## src/rtl/input_port_pkg.sv

```systemverilog
// Shared definitions for the input-port front end: acknowledge FSM state
// encoding and the default word width of the datapath.
package input_port_pkg;

   // Default datapath word width
   localparam int DEF_DATA_W = 16;

   // Acknowledge FSM states (encoding kept fixed for legacy compatibility)
   typedef enum logic [1:0] {
      IDLE = 2'd0,
      PEND = 2'd1,
      ACK  = 2'd2
   } ack_state_t;

endpackage

```

## src/rtl/input_fifo.sv

```systemverilog
// Circular-buffer FIFO for the input port. Occupancy is held in its own
// counter, so full/empty are decoded from registered state. A push while
// full is dropped unless a pop happens on the same edge (full is judged
// before the pop). `dropped` flags a rejected push for overrun accounting.
module input_fifo #(
   parameter int DEPTH  = 4,
   parameter int DATA_W = 16
) (
   input  logic                     clk,
   input  logic                     rst,
   input  logic                     push,
   input  logic                     pop,
   input  logic [DATA_W-1:0]        wdata,
   output logic [DATA_W-1:0]        rdata,
   output logic [$clog2(DEPTH):0]   count,
   output logic                     full,
   output logic                     empty,
   output logic                     dropped
);

   localparam int AW = $clog2(DEPTH);
   localparam int CW = AW + 1;
   localparam logic [CW-1:0] FULL_CNT = CW'(DEPTH);

   logic [DATA_W-1:0] mem [DEPTH];
   logic [AW-1:0]     wr_ptr;
   logic [AW-1:0]     rd_ptr;
   logic              wr_en;
   logic              rd_en;

   assign full    = (count == FULL_CNT);
   assign empty   = (count == '0);
   assign rd_en   = pop && !empty;
   assign wr_en   = push && (!full || rd_en);
   assign dropped = push && full && !rd_en;
   assign rdata   = mem[rd_ptr];

   // Pointer and occupancy bookkeeping; pointers wrap naturally at DEPTH
   always_ff @(posedge clk) begin
      if (rst) begin
         wr_ptr <= '0;
         rd_ptr <= '0;
         count  <= '0;
      end else begin
         if (wr_en) wr_ptr <= wr_ptr + AW'(1);
         if (rd_en) rd_ptr <= rd_ptr + AW'(1);
         case ({wr_en, rd_en})
            2'b10:   count <= count + CW'(1);
            2'b01:   count <= count - CW'(1);
            default: count <= count;
         endcase
      end
   end

   // Word storage; contents are only meaningful below the count, so no reset
   always_ff @(posedge clk) begin
      if (wr_en) mem[wr_ptr] <= wdata;
   end

endmodule

```

## src/rtl/input_port_ctrl.sv

```systemverilog
// Input-device front end: queues device words, requests service from the
// control FSM via InputRecv, and retires exactly one word per InputRst high
// interval into in_data. Optional overrun reporting (sticky flag plus a
// saturating drop counter) is enabled with `define INPUT_OVERRUN_EN.
module input_port_ctrl
   import input_port_pkg::*;
#(
   parameter int DEPTH  = 4,
   parameter int DATA_W = DEF_DATA_W
) (
   input  logic                     CLK,
   input  logic                     Reset,
   input  logic                     dev_strobe,
   input  logic [DATA_W-1:0]        dev_data,
   input  logic                     InputRst,
   output logic                     InputRecv,
   output logic [DATA_W-1:0]        in_data,
   output logic [$clog2(DEPTH):0]   fifo_count,
   output logic                     fifo_full
`ifdef INPUT_OVERRUN_EN
   ,
   output logic                     overrun,
   output logic [7:0]               drop_count
`endif
);

   ack_state_t        state;
   logic              pop;
   logic              empty;
   logic              dropped;
   logic [DATA_W-1:0] head;

   // Pop only from PEND, so a spurious or long-held acknowledge pops once
   assign pop       = (state == PEND) && InputRst;
   assign InputRecv = (state == PEND);

   input_fifo #(
      .DEPTH  (DEPTH),
      .DATA_W (DATA_W)
   ) u_fifo (
      .clk     (CLK),
      .rst     (Reset),
      .push    (dev_strobe),
      .pop     (pop),
      .wdata   (dev_data),
      .rdata   (head),
      .count   (fifo_count),
      .full    (fifo_full),
      .empty   (empty),
      .dropped (dropped)
   );

   // Acknowledge handshake: IDLE -> PEND on data, PEND -> ACK on ack, ACK -> IDLE on release
   always_ff @(posedge CLK) begin
      if (Reset) begin
         state <= IDLE;
      end else begin
         case (state)
            IDLE:    if (!empty)   state <= PEND;
            PEND:    if (InputRst) state <= ACK;
            ACK:     if (!InputRst) state <= IDLE;
            default: state <= IDLE;
         endcase
      end
   end

   // Capture the head word on acknowledge and hold it for the handler
   always_ff @(posedge CLK) begin
      if (Reset)    in_data <= '0;
      else if (pop) in_data <= head;
   end

`ifdef INPUT_OVERRUN_EN
   // Sticky overrun flag and saturating count of dropped device words
   always_ff @(posedge CLK) begin
      if (Reset) begin
         overrun    <= 1'b0;
         drop_count <= 8'd0;
      end else if (dropped) begin
         overrun <= 1'b1;
         if (drop_count != 8'hFF) drop_count <= drop_count + 8'd1;
      end
   end
`else
   logic unused_dropped;
   assign unused_dropped = dropped;
`endif

endmodule

```

## config.mk

```make
export PLATFORM = sky130hd
export DESIGN_NAME = input_port_ctrl
export DESIGN_NICKNAME = d
export VERILOG_FILES = /design/src/rtl/input_port_pkg.sv /design/src/rtl/input_fifo.sv /design/src/rtl/input_port_ctrl.sv
export SDC_FILE = /design/constraint.sdc
export NUM_CORES = 1
export LEC_CHECK = 0
export BUFFER_PORTS_ARGS = -buffer_cell sky130_fd_sc_hd__buf_4
export CORE_ASPECT_RATIO = 0.8
export CORE_MARGIN = 2
export CORE_UTILIZATION = 60
export CTS_CLUSTER_DIAMETER = 80
export DETAILED_ROUTE_END_ITERATION = 6
export PLACE_DENSITY = 0.94
export SYNTH_ARGS = -nofsm -noshare
export SYNTH_HDL_FRONTEND = slang
export SYNTH_SLANG_ARGS = --single-unit
```

## constraint.sdc

```tcl
create_clock -name CLK -period 6.6 [get_ports CLK]
set_clock_uncertainty 0.15 [all_clocks]
set_input_delay 1.98 -clock CLK [delete_from_list [all_inputs] [get_ports CLK]]
set_output_delay 1.98 -clock CLK [all_outputs]
set_load 0.1 [all_outputs]
```

==> summary.txt <==
Power
  – Clock power frac: 0.313
  – Sw Pwr: about 0.00036 W
  – Combinational share of power: 0.167
  – Power per Cell Area: 323 mW/mm²
  – Peak supply drop: ~0.00026 V
  – Static leakage: roughly 1.4 nW
  – Reg power frac: 0.520
  – Internal Power: 0.000909 W
  – Sw Ratio: 0.283

Global route
  – Global-route wire length before repair: 9150 µm
  – Vias in the first global route: ~1800
  – Met1 Use GR: 0.277
  – Met3 Resource Use GR: 0.0758
  – Initial antenna violation count: 0
  – Remaining global-route overflow: 0
  – GRT Overall Usage: 0.207
  – Largest net degree at the start of global routing: 20
  – GR met2 Demand/Resource: 0.321
  – Most Crowded Layer GR: met2

Timing
  – Fmax: between 0.2 and 0.3 GHz
  – Hold_ws: around 0.33 ns
  – RSZ-0062 raised after global routing: false
  – Fin worst setup slack: 2.94 ns
  – Final setup viols: 0
  – Slew @ Worst Pin: about 1.2 ns
  – Relative slew slack: 0.222
  – Min Tclk post-route: between 3 and 4 ns
  – Final Hold Fails: 0
  – Final Max Tran Viols: 0
  – TNS Setup: 0 ns
  – Crit share post-route: 0.554

Job
  – Max Cap Violations: 0

Layout
  – Layout cells sized above 1: 0.304
  – Filler instances: 319
  – Most frequent cells in the layout: 64 x edfxtp_1, 40 x buf_4, 25 x dfxtp_1
  – Area used by multi-input combinational logic: around 860 µm²
  – Commonest non-fill, non-tap cell in the layout: edfxtp_1
  – ANT cells: 0
  – Number of nets in the layout: between 200 and 250
  – Register area: about 0.0024 mm²
  – Area Growth Syn to Fin: 16.7%

Synthesis
  – Mean post-synth cell area: approximately 19 µm²
  – Ys Warns: 0
  – Largest cells by area after synthesis: edfxtp_1 57%, dfxtp_1 15%, mux4_1 7.0%
  – Syn_nets: around 200
  – Cells after synthesis: 178
  – Synthesized flop and latch total: between 80 and 90
  – Sequential fraction of the synthesis area: 0.720
  – Post-synth top area cell: edfxtp_1
  – Yosys cell types: 36
  – Area share of the largest cell type after synthesis: 0.571
  – Mapped Area: about 0.0034 mm²

Drt
  – Drt wl/cell: 18.8 µm
  – Routed WL: 5750 µm
  – Avg Vias per Cell: ~5.6
  – Vias after detailed routing: between 1500 and 2000
  – DRC Markers: 0
  – ANT nets after route: 0
  – 1st-pass router iterations: 5
  – DRT iter0 DRCs: 73

Place
  – DPL Wire Length: 3480 µm
  – Routability cong.: roughly 0.75
  – Dpl ws: about 2.6 ns
  – Port Buffers: 40

Clock tree
  – Hold-fix buffers at CTS: 0
  – Post-CTS Repair Setup Buffers: 0
  – Clock sinks: 89
  – Clk Tree Root Cell: clkbuf_8
  – CTS max path bufs: 2
  – Clk_lat worst skew: 0.35 ns
  – TritonCTS clock tree: built
  – Post-CTS sizing: 0
  – CTS buffer count: 9
  – CTS clk-pin slew, worst paths: approximately 0.080 ns
  – CTS H-Tree Depth: 3

Status
  – Outcome: complete, no violations

Worst setup path
  – Crit path DAT: 3.79 ns
  – Crit Path Category: primary input to flip-flop
  – Crit end category: flip-flop
  – Critical path data required time: between 6 and 7 ns
  – Crit path max fanout: 7
  – Worst Setup Start Kind: primary input

Floorplan
  – IO Pins: just over 40
  – Core Footprint: 0.00544 mm²
  – Chip Height: between 70 and 80 µm
  – Initial core utilization: 0.619
  – DIE AREA: 0.00622 mm²
  – Rows: 24
  – Die W: slightly below 90 µm

Hold path
  – Min-Delay Path Class: flip-flop to flip-flop
-- synthesized netlist by cell type --
cell type / instances
a2111oi_0: 1
a21boi_2: 1
a21oi_1: 4
a21oi_2: 1
a22o_1: 16
and2_1: 4
buf_1: 1
buf_12: 1
buf_2: 3
buf_6: 1
clkbuf_1: 1
dfxtp_1: 25
edfxtp_1: 64
fa_1: 1
ha_1: 5
inv_1: 6
inv_4: 1
mux2_2: 1
mux2i_1: 1
mux4_1: 9
mux4_2: 7
nand2b_1: 2
nand3b_1: 1
nor2_1: 6
nor2_2: 1
nor2b_1: 1
nor3_1: 1
nor3b_1: 2
nor4_1: 1
o21ai_0: 2
o31ai_1: 1
or3_1: 1
or3_2: 1
or4_1: 1
xnor2_1: 1
xor2_1: 2
-- path summary, 6_finish.rpt --
| check | startpoint | to | slack [ns] | cells after the start |
|---|---|---|---|---|
| setup / recovery | InputRst | u_fifo.count[2] | 2.94 | 10 |
| hold / removal | in_data[14] | in_data[14] | 0.33 | 1 |
| setup reg to reg | u_fifo.count[2] | u_fifo.count[2] | 4.14 | 9 |
| hold reg to reg | in_data[14] | in_data[14] | 0.33 | 1 |
-- stage by stage --
step	area (µm²)	total power (W)	cells	util
after floorplan	3360	0.000830	178	-
after global placement	3710	0.000876	289	0.682
after global routing	3930	0.00132	305	0.722
after detailed placement	3710	0.000883	289	0.682
after CTS	3930	0.00128	305	0.722
final	3930	0.00127	305	0.722
-- kinds of logic (layout without fill, tap and decap cells) --
family | after synthesis | in the layout | synth area share
AO/OA/AOI/OAI | 26 | 26 | 0.0614
XOR/XNOR | 3 | 3 | 0.00781
adder cells (fa/ha/maj) | 6 | 6 | 0.0246
buffers and inverters | 14 | 63 | 0.0246
flip-flops | 89 | 89 | 0.720
multiplexers | 18 | 18 | 0.124
AND/OR/NAND/NOR | 22 | 22 | 0.0379
-- registers in the layout, summed over array words and instances, names as in the netlist --
name           count
u_fifo.mem        64
in_data           16
u_fifo.count       3
state              2
u_fifo.rd_ptr      2
u_fifo.wr_ptr      2
-- routing by layer --
layer	wire length, µm	vias to the layer above
li1	-	801
met1	2550	852
met2	2850	49
met3	268	6
met4	71	0
met5	0	-
-- area by class of cell --
cell class / instances / area share
flip-flops and latches: 89 / 0.617
clock buffers: 9 / 0.0315
multi-input cells: 75 / 0.219
well taps: 78 / 0.0249
clock inverters: 7 / 0.0242
repair buffers: 40 / 0.0765
inverters: 7 / 0.00733
-- power groups by stage --
stage / registers (W) / clock network (W) / logic, W
final: 0.000659 / 0.000397 / 0.000212
after floorplan: 0.000743 / 0 / 0.0000872
after detailed placement: 0.000671 / 0 / 0.000212
after CTS: 0.000659 / 0.000406 / 0.000213
after global placement: 0.000669 / 0 / 0.000207
after global routing: 0.000663 / 0.000431 / 0.000223
-- worst max-delay path, stage by stage --
cell and delay [ns]:
buf_4 0.12, nand3b_1 0.23, a21boi_2 0.15, inv_1 0.08, ha_1 0.17, inv_1 0.06, fa_1 0.37, xor2_1 0.16
or3_1 0.32, a21oi_1 0.16
Power figures use the tool's default switching activity.
